[src/rtl/obstacle_render_pkg.sv]
// Shared definitions for the obstacle pixel renderer.
//   - hash geometry used to derive a wall style from the obstacle's absolute y
//   - reset contents of the runtime-writable palette
//   - pattern_color(): contents of the wall pattern ROM, indexed by
//     (style, row, column) inside a tile; returns a colour index
package obstacle_render_pkg;

    localparam int HASH_SLICE_W = 3;
    localparam int HASH_SLICE_N = 5;
    localparam int HASH_W       = HASH_SLICE_W * HASH_SLICE_N;

    // Width of a colour index as stored in the pattern ROM (palettes are at most 16 entries).
    localparam int COLOR_W = 4;

    localparam logic [11:0] PAL_DEFAULT_0 = 12'h5B0;
    localparam logic [11:0] PAL_DEFAULT_1 = 12'h000;
    localparam logic [11:0] PAL_DEFAULT_2 = 12'h777;
    localparam logic [11:0] PAL_DEFAULT_3 = 12'hAAA;

    function automatic logic [11:0] default_color(input int idx);
        logic [11:0] c;
        case (idx)
            0:       c = PAL_DEFAULT_0;
            1:       c = PAL_DEFAULT_1;
            2:       c = PAL_DEFAULT_2;
            3:       c = PAL_DEFAULT_3;
            default: c = 12'h000;
        endcase
        return c;
    endfunction

    // Four base patterns; styles above 3 reuse them with a shifted colour index.
    function automatic logic [COLOR_W-1:0] pattern_color(input int style, input int y, input int x);
        int v;
        case (style % 4)
            0:       v = ((y % 4) == 0 || x == 0) ? 2 : 3;      // bricks with mortar lines
            1:       v = (x + y) % 4;                           // diagonal stripes
            2:       v = (x == y || x + y == 9) ? 3 : 1;        // cross-hatch
            default: v = (y * 3 + x) % 4;                       // steep stripes
        endcase
        v = v + style / 4;
        return COLOR_W'(v);
    endfunction

endpackage

[src/rtl/obstacle_render_pipeline_rom.sv]
// Wall pattern ROM with a registered (one-cycle) read.
// Contents come from obstacle_render_pkg::pattern_color; rows at or beyond the
// tile width read as colour index 0.
// Ports:
//   clk        read clock
//   style      wall style
//   y          row inside the tile (unclamped)
//   x          column inside the tile (already mirrored if needed)
//   color_idx  colour index, valid one cycle after the address
module obstacle_pattern_rom
    import obstacle_render_pkg::*;
#(
    parameter int STYLE_W        = 2,
    parameter int Y_W            = 9,
    parameter int X_W            = 4,
    parameter int OBSTACLE_WIDTH = 10
) (
    input  logic               clk,
    input  logic [STYLE_W-1:0] style,
    input  logic [Y_W-1:0]     y,
    input  logic [X_W-1:0]     x,
    output logic [COLOR_W-1:0] color_idx
);

    always_ff @(posedge clk) begin
        if (int'(y) < OBSTACLE_WIDTH) begin
            color_idx <= pattern_color(int'(style), int'(y), int'(x));
        end else begin
            color_idx <= '0;
        end
    end

endmodule

[src/rtl/obstacle_render_pipeline.sv]
// Obstacle pixel renderer: three register stages from pixel coordinates to RGB.
//   S1  style/mirror/row selection from absolute position and tile offsets
//   S2  pattern ROM read -> colour index
//   S3  palette lookup (with animation offset) -> rgb
// Optional feature macro: OBSTACLE_RENDER_ANIM_EN enables frame-synchronous
// palette animation; without it anim_offset is 0 and frame_start is ignored.
// Ports:
//   sys_clk, sys_rst                pixel clock, asynchronous active-high reset
//   pix_valid                       input pixel qualifier
//   obstacle_x_rom, obstacle_y_rom  offsets inside the obstacle run / tile
//   obstacle_block_abs_y            block absolute y
//   obstacle_abs_pos_x/_y           obstacle absolute position
//   obstacle_on                     pixel lies inside an obstacle
//   frame_start                     one-cycle pulse at frame start
//   pal_we, pal_addr, pal_data      palette write port
//   rgb, rgb_valid, style_id        registered pixel output
// Handshake: no backpressure. pix_valid marks a pixel on the cycle it is
// presented; rgb_valid marks the matching output exactly three clock edges
// later. Bubbles produce rgb_valid=0 with rgb=0 and style_id=0.
module obstacle_render_pipeline
    import obstacle_render_pkg::*;
#(
    parameter int STYLE_NUM      = 4,
    parameter int PALETTE_NUM    = 4,
    parameter int OBSTACLE_WIDTH = 10,
    parameter int SCREEN_WIDTH   = 10,
    parameter int PHY_WIDTH      = 14,
    parameter int PIXEL_WIDTH    = 12,
    parameter int ANIM_PERIOD    = 8
) (
    input  logic                           sys_clk,
    input  logic                           sys_rst,
    input  logic                           pix_valid,
    input  logic [SCREEN_WIDTH-1:0]        obstacle_x_rom,
    input  logic [SCREEN_WIDTH-1:0]        obstacle_y_rom,
    input  logic [PHY_WIDTH-1:0]           obstacle_block_abs_y,
    input  logic [PHY_WIDTH-1:0]           obstacle_abs_pos_x,
    input  logic [PHY_WIDTH-1:0]           obstacle_abs_pos_y,
    input  logic                           obstacle_on,
    input  logic                           frame_start,
    input  logic                           pal_we,
    input  logic [$clog2(PALETTE_NUM)-1:0] pal_addr,
    input  logic [PIXEL_WIDTH-1:0]         pal_data,
    output logic [PIXEL_WIDTH-1:0]         rgb,
    output logic                           rgb_valid,
    output logic [$clog2(STYLE_NUM)-1:0]   style_id
);

    localparam int STYLE_W = $clog2(STYLE_NUM);
    localparam int PAL_W   = $clog2(PALETTE_NUM);
    localparam int X_W     = $clog2(OBSTACLE_WIDTH);
    localparam int Y_W     = SCREEN_WIDTH - 1;
    localparam logic [SCREEN_WIDTH-1:0] OW_S = SCREEN_WIDTH'(OBSTACLE_WIDTH);

    // ---------------- S1: style / mirror / row selection ----------------
    logic [SCREEN_WIDTH-1:0] tile_base;
    logic [SCREEN_WIDTH-1:0] x_in_tile;
    logic [SCREEN_WIDTH-1:0] lx_full;
    logic [PHY_WIDTH-1:0]    block_x;
    logic [HASH_W-1:0]       y_pad;
    logic [HASH_SLICE_W-1:0] hash;
    logic                    is_random;
    logic                    face;
    logic [STYLE_W-1:0]      style_d;

    always_comb begin
        tile_base = (obstacle_x_rom / OW_S) * OW_S;
        x_in_tile = obstacle_x_rom - tile_base;
        block_x   = {obstacle_abs_pos_x[PHY_WIDTH-2:0], 1'b0} + obstacle_block_abs_y
                  + PHY_WIDTH'(tile_base) - PHY_WIDTH'(7);
        is_random = (&block_x[4:3]) & (|block_x[1:0]);
        // Absolute y is zero-padded to a whole number of hash slices.
        y_pad = HASH_W'(obstacle_abs_pos_y);
        hash  = '0;
        for (int i = 0; i < HASH_SLICE_N; i++) begin
            hash = hash ^ y_pad[i*HASH_SLICE_W +: HASH_SLICE_W];
        end
        face    = is_random | (hash[1] ^ hash[0]);
        style_d = is_random ? block_x[STYLE_W-1:0] : STYLE_W'(hash);
        // face=0 walls are drawn mirrored horizontally inside the tile.
        lx_full = face ? x_in_tile : (OW_S - SCREEN_WIDTH'(1) - x_in_tile);
    end

    logic               v1;
    logic               on1;
    logic [STYLE_W-1:0] style1;
    logic [X_W-1:0]     lx1;
    logic [Y_W-1:0]     ry1;

    always_ff @(posedge sys_clk or posedge sys_rst) begin
        if (sys_rst) v1 <= 1'b0;
        else         v1 <= pix_valid;
    end

    // Data stages carry no reset: the valid bits mask them at the output.
    always_ff @(posedge sys_clk) begin
        if (pix_valid) begin
            on1    <= obstacle_on;
            style1 <= style_d;
            lx1    <= X_W'(lx_full);
            ry1    <= obstacle_y_rom[SCREEN_WIDTH-1:1];
        end
    end

    // ---------------- S2: pattern ROM read ----------------
    logic               v2;
    logic               on2;
    logic [STYLE_W-1:0] style2;
    logic [COLOR_W-1:0] idx2;

    obstacle_pattern_rom #(
        .STYLE_W        (STYLE_W),
        .Y_W            (Y_W),
        .X_W            (X_W),
        .OBSTACLE_WIDTH (OBSTACLE_WIDTH)
    ) u_rom (
        .clk       (sys_clk),
        .style     (style1),
        .y         (ry1),
        .x         (lx1),
        .color_idx (idx2)
    );

    always_ff @(posedge sys_clk or posedge sys_rst) begin
        if (sys_rst) v2 <= 1'b0;
        else         v2 <= v1;
    end

    always_ff @(posedge sys_clk) begin
        on2    <= on1;
        style2 <= style1;
    end

    // ---------------- Animation offset ----------------
    // anim_eff is the offset S3 uses this cycle; on a frame_start cycle it is
    // already the updated value, so the pixel in S3 sees the new offset.
    logic [PAL_W-1:0] anim_eff;

`ifdef OBSTACLE_RENDER_ANIM_EN
    localparam int FC_W = (ANIM_PERIOD > 1) ? $clog2(ANIM_PERIOD) : 1;

    logic [FC_W-1:0]  frame_cnt;
    logic [PAL_W-1:0] anim_offset;
    logic             frame_wrap;

    assign frame_wrap = (frame_cnt == FC_W'(ANIM_PERIOD - 1));
    assign anim_eff   = (frame_start && frame_wrap) ? anim_offset + PAL_W'(1) : anim_offset;

    always_ff @(posedge sys_clk or posedge sys_rst) begin
        if (sys_rst) begin
            frame_cnt   <= '0;
            anim_offset <= '0;
        end else if (frame_start) begin
            frame_cnt   <= frame_wrap ? '0 : frame_cnt + FC_W'(1);
            anim_offset <= anim_eff;
        end
    end
`else
    assign anim_eff = '0;
`endif

    // ---------------- Palette ----------------
    // Write lands at the clock edge, so a same-cycle S3 read sees the old entry.
    logic [PIXEL_WIDTH-1:0] palette [PALETTE_NUM];

    always_ff @(posedge sys_clk or posedge sys_rst) begin
        if (sys_rst) begin
            for (int i = 0; i < PALETTE_NUM; i++) begin
                palette[i] <= PIXEL_WIDTH'(default_color(i));
            end
        end else if (pal_we) begin
            palette[pal_addr] <= pal_data;
        end
    end

    // ---------------- S3: palette lookup ----------------
    logic [PAL_W-1:0] pal_idx;
    assign pal_idx = PAL_W'(idx2) + anim_eff;

    always_ff @(posedge sys_clk or posedge sys_rst) begin
        if (sys_rst) begin
            rgb       <= '0;
            rgb_valid <= 1'b0;
            style_id  <= '0;
        end else begin
            rgb_valid <= v2;
            style_id  <= v2 ? style2 : '0;
            rgb       <= (v2 && on2) ? palette[pal_idx] : '0;
        end
    end

endmodule

[config.mk]
export PLATFORM = sky130hd
export DESIGN_NAME = obstacle_render_pipeline
export DESIGN_NICKNAME = d
export VERILOG_FILES = /design/src/rtl/obstacle_render_pkg.sv /design/src/rtl/obstacle_render_pipeline_rom.sv /design/src/rtl/obstacle_render_pipeline.sv
export SDC_FILE = /design/constraint.sdc
export NUM_CORES = 1
export LEC_CHECK = 0
export ABC_AREA = 1
export BUFFER_PORTS_ARGS = -buffer_cell sky130_fd_sc_hd__buf_2
export CAP_MARGIN = 20
export CORE_MARGIN = 10
export CORE_UTILIZATION = 50
export CTS_CLUSTER_SIZE = 12
export DETAILED_ROUTE_END_ITERATION = 16
export PLACE_DENSITY = 0.74
export SLEW_MARGIN = 5
export SYNTH_ARGS = -nofsm -noshare
export SYNTH_HDL_FRONTEND = slang
export SYNTH_SLANG_ARGS = --single-unit
[constraint.sdc]
create_clock -name sys_clk -period 2.3 [get_ports sys_clk]
set_input_delay 0.345 -clock sys_clk [delete_from_list [all_inputs] [get_ports sys_clk]]
set_output_delay 0.345 -clock sys_clk [all_outputs]
set_load 0.005 [all_outputs]
==> impl_metrics.ini, run 1 <==
[global_routing]
grt_usage_pct = 15.5
grt_start_max_net_pins = 66
antenna_found_initial = 0
globalRouteOverflowTotal = 0
grt_pass1_vias = 3848
grt_pass1_wl_microns = 17000

[finish]
fillCellCount = 711
final_util_pct = 66.0
area_growth_pct = 27.9
antenna_cells = 0
drive_above_1_share_pct = 34.7
finalNetCount = 726
fin_area_sq_um = 5780

[clocking]
clockBufferDepth = 2
hold_buffers = 0
clock_latency_ps = 350
path_clk_slew_ps = 80
cts_tree = built
clock-sinks = 86
cts_buffers = 9
h-tree-depth = 3
root_buffer = clkbuf_8

[synth]
ys_types = 33
async_flop_share_pct = 75.6
synthTopCellsByArea = dfrtp_1 (25%), dfstp_2 (12%), edfxtp_1 (11%), o21ai_0 (8.6%), nand2_1 (7.4%)
yosys_warnings = 0
synth_ff_type = dfrtp_1
synth_area_leader_cell = dfrtp_1
synth_seq_cells = 86
synth_nets = 620
yosysSeqAreaShare_pct = 49.4
netlist_instances = 519
synth_edf_count = 16
synth_top_area_share_pct = 24.9
synth.cell_area_sq_um = 4520
avgSynthCellArea_sq_um = 8.71

[floorplan]
dieArea_sq_um = 13200
core_area_sq_um = 8760
io_pins = 97
die_w_microns = 115
row_count = 34
start_util_pct = 51.6
die_h_microns = 115

[sta]
fin_crit_sh_pct = 196
max_freq_mhz = 221
slew_viol_final = 0
hold_slack_ps = 45.8
worst_pin_slew_ps = 742
min_period_ps = 4520
finalHoldViolCount = 0
setup_viol = 6
rsz0062_at_grt = yes
relSlewSlack_pct = 50.4
finalWorstSetupSlack_ps = -2220
skew_ps = 9.21

[route]
num_vias = 3792
firstDrtPassIters = 6
drc = 0
dr_wl_met2_microns = 5000
wl_met3_microns = 678
viasPerCell = 5.15
wl_met1_microns = 4340
routed.top_layer = met4
wire_per_inst_microns = 13.8
wl_microns = 10200
ant_nets = 0
drt-initial-drc-count = 256

[critical_path]
r2r_start = lx1[0]
cp.arrival_ps = 4620
worst_path_most_repeated_cell = nand2_4
max_stage_delay_ps = 460
crit_type = in -> reg
reg2reg_slack_ps = 290
rr_worst_depth = 7
cp_slowest_cell = fa_1
crit_fanout = 8
rr_endpoint = u_rom.color_idx[1]
cp.required_ps = 2400
start_kind = input pin
endpoint_kind = flip-flop

[pwr]
p_sw_mw = 2.08
power_mw = 5.77
ir_drop_mv = 0.817
power-per-cell-area_nw_per_um2 = 998
power_frac_comb_pct = 45.2
p_clk_share_pct = 19.3
p_seq_share_pct = 35.5
leakage_nw = 2.85
intPower_mw = 3.69
p_sw_share_pct = 36.0

[place]
gp_congestion = 0.810
detailed_place_hpwl_microns = 7140
port_buffers = 71
preCtsSetupSlack_ps = -2770
dpl_cell_area_sq_um = 5300

[status]
status = finished with violations
violations = negative setup slack

[hold_path]
min_path_type = in -> async

[job]
drv_cap = 0
## kinds of logic (layout without fill, tap and decap cells)
logic type                 Yosys count  count (layout)  share of synthesized area [%]
AOI/OAI and AO/OA                  105             105                           12.2
DFF                                 86              86                           49.4
buffers and inverters               85             195                           7.06
xor gates and xnor gates            20              20                           3.88
adders and majority gates           19              19                           6.26
and+or+nand+nor                    204             204                           21.2
## layer usage
metal  up-vias  global-route usage (%)
met4         0                    4.29
met5         -                       0
met1      1782                    18.5
met2       110                    26.2
li1       1884                       -
met3        16                    4.95
## worst max path at each step
stage | slack, ps | cells after the start | to | start
after floorplan | -2200 | 41 | lx1[3] | obstacle_x_rom[8]
after global placement | -2520 | 41 | lx1[3] | obstacle_x_rom[8]
after detailed placement | -2770 | 39 | lx1[0] | obstacle_x_rom[8]
after CTS | -2200 | 40 | lx1[3] | obstacle_x_rom[7]
after global routing | -2460 | 40 | lx1[0] | obstacle_x_rom[9]
final | -2220 | 41 | lx1[0] | obstacle_x_rom[7]
## critical path, delay by kind of cell
family,cells,cell delay (ps)
buf+inv,6,420
fa+ha+maj,4,1150
xor+xnor,2,370
simple gates,29,2330
## flip-flops by register name, summed over array words and instances (netlist names)
name / cells
style2: 2
style_id: 2
ry1: 9
style1: 2
on1: 1
palette: 48
lx1: 4
rgb_valid: 1
u_rom.color_idx: 2
rgb: 12
on2: 1
v1: 1
v2: 1
## cells in the mapped netlist, types with 6 or more instances
| library cell | n |
|---|---|
| a21oi_1 | 18 |
| clkbuf_1 | 16 |
| dfrtp_1 | 45 |
| dfstp_2 | 20 |
| edfxtp_1 | 16 |
| fa_1 | 6 |
| ha_1 | 13 |
| inv_1 | 63 |
| nand2_1 | 89 |
| nand2_2 | 10 |
| nand2_4 | 9 |
| nand3_1 | 30 |
| nor2_1 | 52 |
| o21ai_0 | 78 |
| xnor2_1 | 10 |
| xor2_1 | 10 |
## layout make-up
type	instances	area (sq um)	area share, %
flip-flops and latches	86	2230	38.6
multi-input cells	348	2190	37.9
repair buffers	111	712	12.3
inverters	69	299	5.17
well taps	108	135	2.34
clock buffers	9	124	2.14
clock inverters	6	87.6	1.52
## power by group through the flow
| stage | combinational (mW) | clock [mW] | sequential [mW] |
|---|---|---|---|
| after floorplan | 1.59 | 0 | 2.03 |
| after global placement | 2.13 | 0 | 2.06 |
| after detailed placement | 2.27 | 0 | 2.08 |
| after CTS | 2.45 | 1.14 | 2.05 |
| after global routing | 2.90 | 1.21 | 2.08 |
| final | 2.61 | 1.11 | 2.05 |
## what timing repair did
| action | in CTS | in global routing |
|---|---|---|
| cloned | 0 | 0 |
| setup buffers | 5 | 5 |
| pin swaps | 18 | 34 |
| endpoints found under the hold margin | 0 | 0 |
| gates resized for setup | 27 | 24 |
| setup endpoints to repair | 6 | 6 |
## cells in the final DEF, fill, tap and decap left out, types with 19 or more instances in the layout
master,count
inv_1,55
nand2_2,19
dfstp_2,20
buf_2,68
o21ai_0,76
dfrtp_1,45
nor2_1,52
nand2_1,72
nand3_1,23
buf_4,38
## metrics by stage
stage	instances	setup TNS, ps
floorplan	519	-11530
global placement	712	-13690
detailed placement	712	-15070
CTS	732	-11650
global route	737	-13210
finish	737	-11890
No activity file was read; power rests on OpenSTA's default activity.
==> run 2: changes to the inputs <==
CORE_UTILIZATION = 45   (was 50)
PLACE_DENSITY = 0.68   (was 0.74)
==> run 2 against run 1 <==
  * The run still ends with negative setup slack left
  * Critical path depth rose by 1
  * Combinational power about the same
  * Critical endpoint unchanged
  * Final cell count up 4.1%
  * Via count shrank 1.3%
  * Register-to-register slack hardly changed
  * Highest routed layer unchanged
==> impl_metrics.ini, run 2 (synthesis gave the netlist of run 1 again) <==
[finish]
antenna_cells = 0
largest_reg_flops = 48
top_register = palette
reg_top3 = palette: 48 flops, rgb: 12 flops, ry1: 9 flops
area_growth_pct = 29.1
finalNetCount = 730
final_cell_mix = nand2_1 (76), o21ai_0 (76), buf_2 (68)
drive_above_1_share_pct = 35.0
final_util_pct = 59.7
fillCellCount = 852

[critical_path]
crit_family = simple AND/OR/NAND/NOR gates
cp.required_ps = 2410
cp_num_buf_inv = 8
setup.worst_path.start = obstacle_x_rom[8]
crit_cells = 42
reg2reg_slack_ps = 300
rr_endpoint = u_rom.color_idx[1]
rr_worst_depth = 6
max_stage_delay_ps = 440
r2r_start = lx1[0]
worst_path_most_repeated_cell = nand2_4
crit_type = in -> reg
crit_fanout = 8
endpoint_kind = flip-flop
endpoint = lx1[0]
cp_slowest_cell = fa_1
start_kind = input pin
cp.arrival_ps = 4590

[floorplan]
die_w_microns = 120
dieArea_sq_um = 14400
die_h_microns = 120
core_area_sq_um = 9770
start_util_pct = 46.2
row_count = 36
io_pins = 97

[pwr]
p_seq_share_pct = 35.7
intPower_mw = 3.67
ir_drop_mv = 0.927
p_sw_share_pct = 36.0
p_sw_mw = 2.06
power-per-cell-area_nw_per_um2 = 982
power_frac_comb_pct = 45.4
leakage_nw = 2.87
power_mw = 5.73
p_clk_share_pct = 18.9

[global_routing]
globalRouteOverflowTotal = 0
antenna_found_initial = 0
grt_start_max_net_pins = 25
grt_pass1_wl_microns = 17900
grt_usage_pct = 14.6
grt_pass1_vias = 4059

[clocking]
cts_buffers = 9
hold_buffers = 0
clock_latency_ps = 340
clockBufferDepth = 2
h-tree-depth = 3
cts_tree = built
path_clk_slew_ps = 80
clock-sinks = 86
root_buffer = clkbuf_8

[sta]
finalWorstSetupSlack_ps = -2190
fin_crit_sh_pct = 195
max_freq_mhz = 223
setup-tns-final_ps = -11660
min_period_ps = 4490
finalHoldViolCount = 0
rsz0062_at_grt = yes
skew_ps = 7.41
relSlewSlack_pct = 48.7
slew_viol_final = 0
setup_viol = 6
worst_pin_slew_ps = 768

[route]
viasPerCell = 4.88
ant_nets = 0
firstDrtPassIters = 4
drc = 0
drt-initial-drc-count = 220
wire_per_inst_microns = 13.4
num_vias = 3743
wl_microns = 10300

[place]
preCtsSetupSlack_ps = -2750
detailed_place_hpwl_microns = 7340
gp_congestion = 0.830
port_buffers = 71

[hold_path]
min_path_type = in -> async

[status]
status = finished with violations
violations = negative setup slack

[job]
drv_cap = 0
==> run 2: cell count changes in the layout (fill, tap and decap cells not counted), sizes merged <==
| cell | before | now |
|---|---|---|
| buf | 111 | 115 |
| clkbuf | 9 | 11 |
| bufinv | 2 | 1 |
==> run 2: metal layers <==
layer,wire length [microns],share of wire [%],global-route usage (%),vias to the layer above
li1,-,-,-,1895
met1,4470,44,17.6,1757
met2,5270,51,25.5,81
met3,427,4.2,4.05,10
met4,95,0.93,3.24,0
met5,0,0,0,-
==> run 2: worst min path at each step <==
stage               slack, ps  cells past startpoint      end
global route               30                      2  rgb[10]
global placement          330                      0       v2
finish                      2                      2  rgb[10]
detailed placement        340                      0       v2
CTS                         7                      2  rgb[10]
floorplan                 320                      0      on2
==> run 2: power groups by stage <==
stage	Clock, mW	Combinational, mW	Sequential [mW]
floorplan	0	1.59	2.03
CTS	1.11	2.39	2.04
detailed placement	0	2.22	2.07
global placement	0	2.15	2.06
finish	1.08	2.60	2.04
global route	1.19	2.91	2.08
==> run 2: timing repair <==
item                                    in CTS  in global routing
resized for setup                           29                 20
endpoints found under the setup margin       6                  6
setup buffers                                9                  4
endpoints found under the hold margin        0                  0
pin swaps                                   28                 38
==> run 2: through the flow <==
| step | cells | hold slack (ps) | cell area, sq um |
|---|---|---|---|
| 2_1_floorplan | 519 | 323 | 4630 |
| 5_1_grt | 767 | 30.7 | 5830 |
| 4_1_cts | 763 | 7.44 | 5710 |
| 6_report | 767 | 2.10 | 5830 |
| 3_3_place_gp | 738 | 332 | 5330 |
| 3_5_place_dp | 738 | 336 | 5330 |
==> run 2: final cells by class <==
type                            count  area [sq um]  area share [%]
Clock buffer                       11           153            2.62
Inverter                           69           297            5.09
Sequential cell                    86          2230            38.3
Tap cell                          133           166            2.85
Timing Repair Buffer              115           721            12.4
Clock inverter                      5          57.6           0.987
Multi-Input combinational cell    348          2200            37.8
==> run 2: worst register-to-register path, delay by kind of cell, from the launching register on <==
family                   cells  cell delay [ps]
AO/OA/AOI/OAI                2              430
adder cells (fa/ha/maj)      2              730
flip-flops                   1              400
AND/OR/NAND/NOR              2              350
